==> config.mk <==
export PLATFORM = sky130hd
export DESIGN_NAME = extclk_monitor
export DESIGN_NICKNAME = d
export VERILOG_FILES = /design/src/rtl/fastclk_pkg.sv /design/src/rtl/extclk_edgedet.sv /design/src/rtl/extclk_monitor.sv
export SDC_FILE = /design/constraint.sdc
export NUM_CORES = 1
export LEC_CHECK = 0
export CAP_MARGIN = 40
export CORE_MARGIN = 5
export CORE_UTILIZATION = 60
export CTS_BUF_LIST = sky130_fd_sc_hd__clkbuf_4 sky130_fd_sc_hd__clkbuf_8
export CTS_CLUSTER_DIAMETER = 200
export CTS_CLUSTER_SIZE = 16
export DETAILED_ROUTE_END_ITERATION = 10
export PLACE_DENSITY = 0.86
export SLEW_MARGIN = 0
export SYNTH_ARGS = -nofsm -noshare
export SYNTH_HDL_FRONTEND = slang
export SYNTH_SLANG_ARGS = --single-unit
==> constraint.sdc <==
create_clock -name clk -period 4.2 [get_ports clk]
set_input_delay 0.84 -clock clk [delete_from_list [all_inputs] [get_ports clk]]
set_output_delay 0.84 -clock clk [all_outputs]
set_load 0.05 [all_outputs]
==> src/rtl/fastclk_pkg.sv <==
// fastclk_pkg: shared types and helpers for the external fast-clock monitor.
//   state_t   : qualification FSM states.
//   mode_t    : encoding of the 2-bit fast_clk_sel mode input.
//   COUNT_W   : width of the window and edge counters and of last_count.
//   sat_inc() : saturating increment used by the edge counter.
package fastclk_pkg;

  localparam int unsigned COUNT_W = 16;
  localparam logic [COUNT_W-1:0] COUNT_MAX = '1;

  typedef enum logic [1:0] {
    USE_DIV = 2'b00,
    QUALIFY = 2'b01,
    USE_EXT = 2'b10
  } state_t;

  typedef enum logic [1:0] {
    MODE_AUTO  = 2'b00,
    MODE_DIV   = 2'b01,
    MODE_EXT   = 2'b10,
    MODE_AUTO2 = 2'b11
  } mode_t;

  // Increment by one when inc is set, holding at all-ones instead of wrapping.
  function automatic logic [COUNT_W-1:0] sat_inc(input logic [COUNT_W-1:0] v,
                                                 input logic               inc);
    if (inc && (v != COUNT_MAX)) begin
      return v + 1'b1;
    end
    return v;
  endfunction

endpackage

==> src/rtl/extclk_edgedet.sv <==
// extclk_edgedet: brings an asynchronous clock-like input into the clk domain
// through a 2-FF synchroniser and produces a one-cycle pulse per rising edge.
//   clk  : sampling clock.
//   rst  : synchronous, active-high reset; clears all three flops.
//   d    : asynchronous input, treated purely as data.
//   rise : high for one clk cycle when the synchronised value goes 0 -> 1.
module extclk_edgedet (
  input  logic clk,
  input  logic rst,
  input  logic d,
  output logic rise
);

  logic sync1;
  logic sync2;
  logic prev;

  always_ff @(posedge clk) begin
    if (rst) begin
      sync1 <= 1'b0;
      sync2 <= 1'b0;
      prev  <= 1'b0;
    end else begin
      sync1 <= d;
      sync2 <= sync1;
      prev  <= sync2;
    end
  end

  // Taken straight from flops, so the pulse is clean for the counter that
  // consumes it on the following edge (third clk edge after the pin sample).
  assign rise = sync2 & ~prev;

endmodule

==> src/rtl/extclk_monitor.sv <==
// extclk_monitor: qualifies an external reference clock by counting its rising
// edges over fixed windows of the system clock, and drives the registered
// select for the fast-clock multiplexer.
//   clk          : system clock.
//   rst          : synchronous, active-high reset.
//   fast_clk_ext : external reference, asynchronous to clk (sampled as data).
//   mode         : 00/11 auto, 01 force divided, 10 force external.
//   fast_clk_sel : registered mux select, 1 = external, 0 = divided.
//   ext_ok       : last completed window had an in-range edge count.
//   last_count   : edge count of the last completed window.
//   window_done  : one-cycle pulse coincident with last_count/ext_ok updates.
module extclk_monitor
  import fastclk_pkg::*;
#(
  parameter int unsigned WINDOW_CYCLES = 50000,
  parameter int unsigned MIN_EDGES     = 6400,
  parameter int unsigned MAX_EDGES     = 6700,
  parameter int unsigned GOOD_WINDOWS  = 4
) (
  input  logic               clk,
  input  logic               rst,
  input  logic               fast_clk_ext,
  input  logic [1:0]         mode,
  output logic               fast_clk_sel,
  output logic               ext_ok,
  output logic [COUNT_W-1:0] last_count,
  output logic               window_done
);

  localparam logic [COUNT_W-1:0] WIN_LAST  = COUNT_W'(WINDOW_CYCLES - 1);
  localparam logic [COUNT_W-1:0] MIN_COUNT = COUNT_W'(MIN_EDGES);
  localparam logic [COUNT_W-1:0] MAX_COUNT = COUNT_W'(MAX_EDGES);
  localparam int unsigned        GCNT_W    = (GOOD_WINDOWS < 2) ? 1 : $clog2(GOOD_WINDOWS + 1);
  localparam logic [GCNT_W-1:0]  GOOD_TGT  = GCNT_W'(GOOD_WINDOWS);

  logic               rise;
  logic [COUNT_W-1:0] win_cnt;
  logic [COUNT_W-1:0] edge_cnt;
  logic [COUNT_W-1:0] eval_cnt;
  logic               eval;
  logic               win_good;

  state_t             state;
  state_t             state_nx;
  logic [GCNT_W-1:0]  good_cnt;
  logic [GCNT_W-1:0]  good_nx;
  logic [GCNT_W-1:0]  good_inc;
  logic               sel_nx;

  extclk_edgedet u_edgedet (
    .clk  (clk),
    .rst  (rst),
    .d    (fast_clk_ext),
    .rise (rise)
  );

  // The value judged on the evaluation cycle already includes an edge seen in
  // that same cycle; the counter then restarts from zero for the next window.
  assign eval     = (win_cnt == WIN_LAST);
  assign eval_cnt = sat_inc(edge_cnt, rise);
  assign win_good = (eval_cnt >= MIN_COUNT) && (eval_cnt <= MAX_COUNT);
  assign good_inc = good_cnt + 1'b1;

  always_comb begin
    state_nx = state;
    good_nx  = good_cnt;
    if (eval) begin
      case (state)
        USE_DIV: begin
          if (win_good) begin
            if (GOOD_WINDOWS <= 1) begin
              state_nx = USE_EXT;
              good_nx  = GOOD_TGT;
            end else begin
              state_nx = QUALIFY;
              good_nx  = GCNT_W'(1);
            end
          end
        end
        QUALIFY: begin
          if (win_good) begin
            good_nx = good_inc;
            if (good_inc >= GOOD_TGT) begin
              state_nx = USE_EXT;
            end
          end else begin
            state_nx = USE_DIV;
            good_nx  = '0;
          end
        end
        USE_EXT: begin
          if (!win_good) begin
            state_nx = USE_DIV;
            good_nx  = '0;
          end
        end
        default: begin
          state_nx = USE_DIV;
          good_nx  = '0;
        end
      endcase
    end
  end

  // Select is registered from the next FSM state so that in auto modes it
  // moves on the very edge that ends the evaluation cycle, while a mode change
  // reaches the output one clock later without touching the FSM.
  always_comb begin
    case (mode_t'(mode))
      MODE_DIV: sel_nx = 1'b0;
      MODE_EXT: sel_nx = 1'b1;
      default:  sel_nx = (state_nx == USE_EXT);
    endcase
  end

  always_ff @(posedge clk) begin
    if (rst) begin
      win_cnt      <= '0;
      edge_cnt     <= '0;
      last_count   <= '0;
      ext_ok       <= 1'b0;
      window_done  <= 1'b0;
      state        <= USE_DIV;
      good_cnt     <= '0;
      fast_clk_sel <= 1'b0;
    end else begin
      window_done  <= eval;
      state        <= state_nx;
      good_cnt     <= good_nx;
      fast_clk_sel <= sel_nx;
      if (eval) begin
        win_cnt    <= '0;
        edge_cnt   <= '0;
        last_count <= eval_cnt;
        ext_ok     <= win_good;
      end else begin
        win_cnt    <= win_cnt + 1'b1;
        edge_cnt   <= eval_cnt;
      end
    end
  end

endmodule

* After elaboration in Yosys (flattened, before gate mapping) *
Cells that the tools add are included.

word-level totals
  bits in registers = 59

operators by class
  reductions and logical operators = 5
  equality and inequality tests = 9
  add/sub/neg operators = 3
  mux-type cells = 14
  bitwise gates (word level) = 2
  $lt $le $gt $ge = 3

operators by type and width
  kind                   count
  $add 16x1->16 const B  2
  $mux 16                2
  $eq 16x16->1 const B   1
  $ge 16x13->1 const B   1
  $le 16x13->1 const B   1
  $ne 16x16->1 const B   1
  $mux 2                 5
  $mux 3                 3
  $pmux 3 s3             1
  $eq 2x2->1 const B     3
  $pmux 2 s3             1
  $eq 2x1->1 const B     2
  $ne 2x2->1 const B     2
  $add 3x1->3 const B    1
  $ge 3x3->1 const B     1
  $reduce_and 3->1       1
  $logic_and 1x1->1      2
  $logic_not 2->1        1
  $pmux 1 s2             1
  $reduce_or 2->1        1
  $and 1x1->1            1
  $mux 1                 1
  $not 1->1              1

* Depth between registers and ports, before layout *
  depth after elaboration = 12
  mapped depth = 10

* Hierarchy *
Synthesis repeated with hierarchy kept, for this count alone.

second synthesis, totals
  cell total of the unflattened synthesis = 310
  area total of the unflattened synthesis = 2658.8 sq um

by module, submodules not included
  module          instances  sequential area each (sq um)  cells each  area each (sq um)
  extclk_monitor  1          1121.1                        303         2571.2
  extclk_edgedet  1          60.1                          7           87.6

* Worst setup path before layout *
Ideal clock, no wire load.

  path kind = reg2reg
  start point = register edge_cnt[1]
  end point = register fast_clk_sel
  setup slack = 1.033 ns
  arrival time = 3.050 ns
  clock period less this slack = 3.167 ns
  buffers on the path = 1
  data required time = 4.083 ns
  cell stages (with the launch flop) = 11
  cells stage by stage = dfxtp_1 -> ha_1 -> buf_6 -> nand3_4 -> or4_4 -> o21a_1 -> or4_1 -> o31a_1 -> nor3_4 -> a41oi_1 -> a32o_1

between the ends
  word-level cells in the longest chain between the ends = 11
  elaborated cells between the ends (all ways) = 16
  classes of those cells = 1 x add/sub; 2 x order compare; 2 x eq/ne; 9 x mux; 2 x reduce/logical

ends and longest elaborated chain
  element                                                                RTL line                                                          RTL
  start, declared                                                        extclk_monitor.sv:38                                              logic [COUNT_W-1:0] edge_cnt;
  start signal, assigned                                                 extclk_monitor.sv:138                                             edge_cnt <= eval_cnt;
  parallel branches: the longest is 3 deep, another holds $add 16x1->16  --
  $mux 16 *                                                              fastclk_pkg.sv:30                                                 return v;
  $ge 16x13->1 / $le 16x13->1 (equally long branches)                    extclk_monitor.sv:61                                              assign win_good = (eval_cnt >= MIN_COUNT) && (eval_cnt <= MAX_COUNT);
  $logic_and 1x1->1 *                                                    extclk_monitor.sv:61
  $mux 2, on equally long branches                                       extclk_monitor.sv:92, extclk_monitor.sv:70, extclk_monitor.sv:81
  $pmux 2 s3 *                                                           extclk_monitor.sv:68                                              case (state)
  $mux 2 *                                                               extclk_monitor.sv:67                                              if (eval) begin
  $eq 2x2->1 *                                                           extclk_monitor.sv:112                                             default: sel_nx = (state_nx == USE_EXT);
  $pmux 1 s2 *                                                           extclk_monitor.sv:109                                             case (mode_t'(mode))
  end signal, assigned                                                   extclk_monitor.sv:130                                             fast_clk_sel <= sel_nx;
  end, declared                                                          extclk_monitor.sv:24                                              output logic fast_clk_sel,

Every way passes the cells marked *. The select of a mux whose other input is x is not followed.
A chain may end at the register's enable or synchronous reset.

* Final worst setup path *
  start point = register edge_cnt[0]
  end point = register fast_clk_sel

The elaborated chain is that of the path after synthesis.

==> qor.txt <==
Outcome -> completed
Area after DPL -> 0.003035 mm²
Synth Area in Compound Gates -> 0.1243
Clock transition at the registers of the reported paths -> 0.06 ns
CTS resizes -> 0
# port buffers -> 23
Leakage -> 1.068 nW
Post-DP HPWL -> 3.940 mm
Async SR Flop Fraction -> 0
Vias in the first global route -> 2,265
PD cells -> 337.8 mW/mm²
Hold Path Class -> flip-flop to flip-flop
Clock Power Share -> 0.438
Yosys top cell area share -> 0.4192
Sw Pwr -> 0.2409 mW
Clk buf depth -> 2
CP endpoint kind -> flip-flop
Clock root buffer -> clkbuf_8
Global-route wire length before repair -> 10.33 mm
Unrepaired setup endpoints after global routing -> false
Cell-internal power -> 0.8461 mW
Simple-Gate Fraction of Synth Area -> 0.2917
Xor and xnor area share after synthesis -> 0.08393
Synth Net Count -> 342
CP Class -> flip-flop to flip-flop
Critical Path Source Type -> flip-flop
H-tree levels -> 3
Dominant cells by area after synthesis -> dfxtp_1, nor2_1, xnor2_1
Syn_area_per_cell -> 8.462 µm²
Share of power burned in registers -> 0.527
Max IR drop VDD -> 0.0002110 V
Share of synthesized area spent on multiplexers -> 0.01066
Largest family of logic cells by synthesized area -> simple AND/OR/NAND/NOR gates
Die Footprint -> 0.006167 mm²
Setup TNS -> 0 ns
Power, Total -> 1.087 mW
Drt pass-1 iters -> 4
Number of cells on the worst reg-to-reg path -> 9
Initial Utilization -> 0.6086
Register area share after synthesis -> 0.4192
Total I/O pin count -> 24
Cell Area, Synth -> 0.002818 mm²
Setup WS pre-CTS -> 0.6713 ns
Post-CTS setup buffer count -> 0
Die height -> 78.53 µm
Arr. time, crit path -> 3.81 ns
Total track usage -> 0.2136
Fin. Hold Viols -> 0
Post-synth top area cell -> dfxtp_1
Unique masters post-synth -> 56
Comb pwr share -> 0.035
Fin crit period -> 3.567 ns
Crit share post-route -> 0.8492
Layout fillers -> 371
Routed len/inst -> 14.08 µm
GRT overflow -> 0
Switch share -> 0.2216
Routed Antenna Nets -> 0
Final #Nets -> 359
Share of cells above drive strength 1 -> 0.08475
Reg area -> 0.001181 mm²
Ys flop type -> dfxtp_1
TritonCTS Sinks -> 59
P&R area growth vs syn -> 14.21%
Final wirelength -> 5.746 mm
Synth Instances -> 333
Worst Path Required -> 4.44 ns
Pin count of the biggest net entering global routing -> 30
Max-cap violations -> 0
Row count -> 25
CTS buffer count -> 9
Yosys warning total -> 0
Ant. Diodes -> 0
Footprint of the multi-input gates -> 0.001489 mm²
Synth Area in Adders -> 0.01776
EDFF count, synth -> 0
Routability cong. -> 0.8510
Post-synthesis register bit count -> 59
Core box area -> 0.004629 mm²
Via count -> 2,331
CP Max Fanout -> 8
# setup viols final -> 0
Worst Tran Pin Value -> 0.7185 ns
Final Instance Area -> 0.003218 mm²
CTS tree -> built
Slew Limit Fails -> 0
Drt initial violations -> 153
Die W -> 78.53 µm
Fin Clk Skew -> 0.006032 ns
Hold-fix buffers at CTS -> 0
Worst Setup Slack, final -> 0.6334 ns
Hold depth -> 2
Fmax -> 280.4 MHz
Max-slew headroom -> 0.5166
Initial antenna violation count -> 0
DRC -> 0
DR vias/cell -> 5.713
Clock Latency Late Sink -> 0.35 ns
==> stage by stage <==
stage | utilization | instances | hold slack [ns]
5_1_grt | 0.6951 | 408 | 0.4532
3_5_place_dp | 0.6557 | 393 | 0.4379
2_1_floorplan | - | 333 | 0.4132
3_3_place_gp | 0.6557 | 393 | 0.4222
4_1_cts | 0.6951 | 408 | 0.4507
6_report | 0.6951 | 408 | 0.4519
==> metal layers <==
layer	GRT usage	vias up	part of all wire
li1	-	1192	-
met1	0.2498	1076	0.44
met2	0.3413	49	0.47
met3	0.07569	14	0.063
met4	0.1136	0	0.027
met5	0	-	0
==> cells by family (layout without fill, tap and decap cells) <==
group | count (synthesis) | after routing
adder cells (fa/ha/maj) | 4 | 4
AO/OA/AOI/OAI | 46 | 46
XOR/XNOR | 27 | 27
flip-flops | 59 | 59
AND/OR/NAND/NOR | 163 | 163
multiplexers | 3 | 3
buffers and inverters | 31 | 52
==> layout make-up <==
cell class / instances / share of cell area
multi-input cells: 243 / 0.4627
flip-flops and latches: 59 / 0.3670
repair buffers: 27 / 0.08087
clock buffers: 13 / 0.05365
well taps: 54 / 0.02100
inverters: 10 / 0.01166
clock inverters: 2 / 0.003110
==> synth_stat cells (all sizes together), types with 3 or more instances <==
master,count
nor2,70
dfxtp,59
nand2,22
xnor2,19
clkbuf,15
a211oi,13
nand3,12
inv,10
nor3,10
a21oi,9
and3,9
xor2,8
nand4,7
buf,6
nor4,6
nor2b,5
ha,4
nand2b,4
nand3b,4
o21ai,4
a41oi,3
and2,3
mux2i,3
nor4b,3
or4,3
==> registers in the layout, indices dropped and copies added (netlist names) <==
signal,flops
edge_cnt,16
ext_ok,1
fast_clk_sel,1
good_cnt,3
last_count,16
state,2
u_edgedet.prev,1
u_edgedet.sync1,1
u_edgedet.sync2,1
win_cnt,16
window_done,1
==> power by group through the flow <==
| stage | registers (mW) | clock network, mW | logic (mW) |
|---|---|---|---|
| floorplan | 0.584 | 0 | 0.0271 |
| global placement | 0.584 | 0 | 0.0371 |
| detailed placement | 0.585 | 0 | 0.0381 |
| CTS | 0.573 | 0.486 | 0.0382 |
| global route | 0.573 | 0.517 | 0.0424 |
| finish | 0.573 | 0.476 | 0.0379 |
==> layout by cell type, fill, tap and decap left out, types with 2 or more instances in the layout <==
| cell type | synthesis | final |
|---|---|---|
| or4_1 | 2 | 2 |
| nor4b_1 | 3 | 3 |
| o21ai_0 | 2 | 2 |
| o21ai_1 | 2 | 2 |
| xor2_1 | 8 | 8 |
| a211oi_1 | 13 | 13 |
| nand3b_1 | 4 | 4 |
| ha_1 | 4 | 4 |
| clkinv_2 | 0 | 2 |
| clkbuf_8 | 0 | 12 |
| and3_1 | 8 | 8 |
| xnor2_1 | 19 | 19 |
| nand4_1 | 7 | 7 |
| dfxtp_1 | 59 | 59 |
| and2_1 | 3 | 3 |
| a41oi_1 | 3 | 3 |
| nor2_1 | 70 | 70 |
| nand2_1 | 22 | 22 |
| o31ai_1 | 2 | 2 |
| mux2i_1 | 3 | 3 |
| inv_1 | 10 | 10 |
| nand3_1 | 11 | 11 |
| buf_4 | 1 | 4 |
| clkdlybuf4s50_1 | 0 | 23 |
| nand2b_1 | 4 | 4 |
| a21oi_1 | 8 | 8 |
| o32ai_1 | 2 | 2 |
| nor2b_1 | 5 | 5 |
| nor3_1 | 9 | 9 |
| nor4_1 | 5 | 5 |
==> critical path: stages, from the launching register on <==
cell     delay (ns)
dfxtp_1        0.47
ha_1           0.38
nand3_4        0.15
or4_4          0.59
o21a_1         0.22
or4_1          0.51
o31a_1         0.35
nor3_4         0.31
a41oi_1        0.19
a32o_1         0.28
==> worst paths after layout <==
| kind | startpoint | end | slack (ns) |
|---|---|---|---|
| worst min register to register | ext_ok$_SDFFE_PP0P_ | ext_ok$_SDFFE_PP0P_ | 0.45 |
| worst max-delay path | edge_cnt[0]$_SDFF_PP0_ | fast_clk_sel$_SDFF_PP0_ | 0.63 |
| worst max register to register | edge_cnt[0]$_SDFF_PP0_ | fast_clk_sel$_SDFF_PP0_ | 0.63 |
| worst min-delay path | ext_ok$_SDFFE_PP0P_ | ext_ok$_SDFFE_PP0P_ | 0.45 |
Power figures use the tool's default switching activity.
==> RTL edit, RTL diff (same flow settings) <==
Make the reset (`rst`) asynchronous in 2 clocked blocks. Comments in the files are not updated.
--- a/src/rtl/extclk_edgedet.sv
+++ b/src/rtl/extclk_edgedet.sv
@@ -16,5 +16,5 @@
   logic prev;
 
-  always_ff @(posedge clk) begin
+  always_ff @(posedge clk or posedge rst) begin
     if (rst) begin
       sync1 <= 1'b0;
--- a/src/rtl/extclk_monitor.sv
+++ b/src/rtl/extclk_monitor.sv
@@ -114,5 +114,5 @@
   end
 
-  always_ff @(posedge clk) begin
+  always_ff @(posedge clk or posedge rst) begin
     if (rst) begin
       win_cnt      <= '0;
Formal check against the unedited RTL: differs if rst is asserted again (counterexample within 4 cycles, from zero or initial values and one cycle with rst high); with rst held inactive, the same outputs for 10 cycles.
==> RTL edit against the unedited design <==
Hold slack got worse by 100 ps. Die area is 3.6% higher. Core utilization grew 2.8 points. Area after synthesis up 4.1%. Final area is 6.1% higher. Cell count fell by 2.5%. Sequential share of layout area increased by 6.6 points. Wire length grew 5.3%. Critical path type unchanged. Sequential cell count unchanged. Setup slack improved by 340 ps. Maximum frequency up 11%. Via count decreased by 1.9%.
Power is not compared: it rests on default switching activity, and its combinational part moved more than twofold at a synthesized area within 25%.
==> RTL edit: results (changes against the unedited design) <==
Setup path
  • Critical-path top delay cell: nor4_4
  • Crit Path Max Fanout: 10 (+2)
  • Crit path largest cell delay: 550 ps (-40 ps)

Layout
  • Fill count: 360 (-3.0%)
  • Multi-input comb cells: 222 (-8.6%)
  • Fin nets: 335 (-6.7%)
  • Bufs w/o clock: 25 (-7.4%)
  • Multi-input combinational cell area: 1370 µm² (-7.8%)
  • Register area: 1480 µm² (+25%)
  • Signal buffers share of area: 7.18% (-0.90 points)
  • Clkbuf count: 9 (-4)

Global route
  • All-layer global routing usage: 20.4% (-0.95 points)
  • Largest net degree at the start of global routing: 44 (+47%)
  • Vias in the first global route: 2249 (-0.71%)

Synth
  • Post-Synth XOR/XNOR Area: 7.17% (-1.2 points)
  • Register area share after synthesis: 50.3% (+8.4 points)
  • Post-Synth Adder-Cell Area: 1.71% (-0.070 points)
  • Synth Flop Type: dfrtp_1
  • Ranking of synthesized cells by area: dfrtp_1 50%, nand2_1 5.2%, xnor2_1 4.8%, nor2_1 4.5%, o21ai_0 3.8%
  • Mux cell area share after synthesis: 0.341% (-0.72 points)
  • Post-synth top cells: 59 x dfrtp_1, 41 x nand2_1, 35 x nor2_1
  • Synthesized Nets: 307 (-10%)
  • Distinct cells, synth: 59 (+5.4%)
  • Mapped Cells: 298 (-11%)

Timing
  • Worst clock skew: 9.58 ps (+3.55 ps)
  • Max-Slew Margin vs Limit: 34.7% (-17 points)

Route
  • WL met2: 2950 µm (+8.0%)
  • Met3 routed WL: 231 µm (-36%)
  • Wire length on met1: 2720 µm (+8.5%)
  • Vias: 2287 (-1.9%)
  • DR WL/cell: 15.2 µm (+7.9%)
  • Iteration-0 DRC Markers: 186 (+22%)

Place
  • Area after DPL: 3210 µm² (+5.8%)
  • DP HPWL: 4100 µm (+4.1%)
  • Post-Place Setup Slack: 1090 ps (+415 ps)

Status
  • Status: finished, final reports clean
-- RTL edit: cell types whose count changed in the layout (fill, tap and decap cells not counted), sizes merged, moves of 4 or more --
cell    delta
nand2     +19
nor4       -5
clkbuf     -4
dfxtp     -59
and4       +4
a21oi      -4
a211oi    -12
o21ai     +19
nor2      -35
dfrtp     +59
-- RTL edit: cell families after synthesis --
kind of cell,Yosys count
and+or+nand+nor,147
buffers and inverters,17
muxes,1
AOI/OAI and AO/OA,46
DFF,59
xor gates and xnor gates,24
adders and majority gates,4
-- RTL edit: worst paths after layout --
path	start	end	slack, ps	cells past startpoint
min in group asynchronous	rst	ext_ok	930	2
max reg2reg	edge_cnt[0]	state[1]	980	9
max in group asynchronous	rst	win_cnt[15]	2480	3
max	edge_cnt[0]	state[1]	980	9
min	u_edgedet.sync1	u_edgedet.sync2	350	0
min reg2reg	u_edgedet.sync1	u_edgedet.sync2	350	0
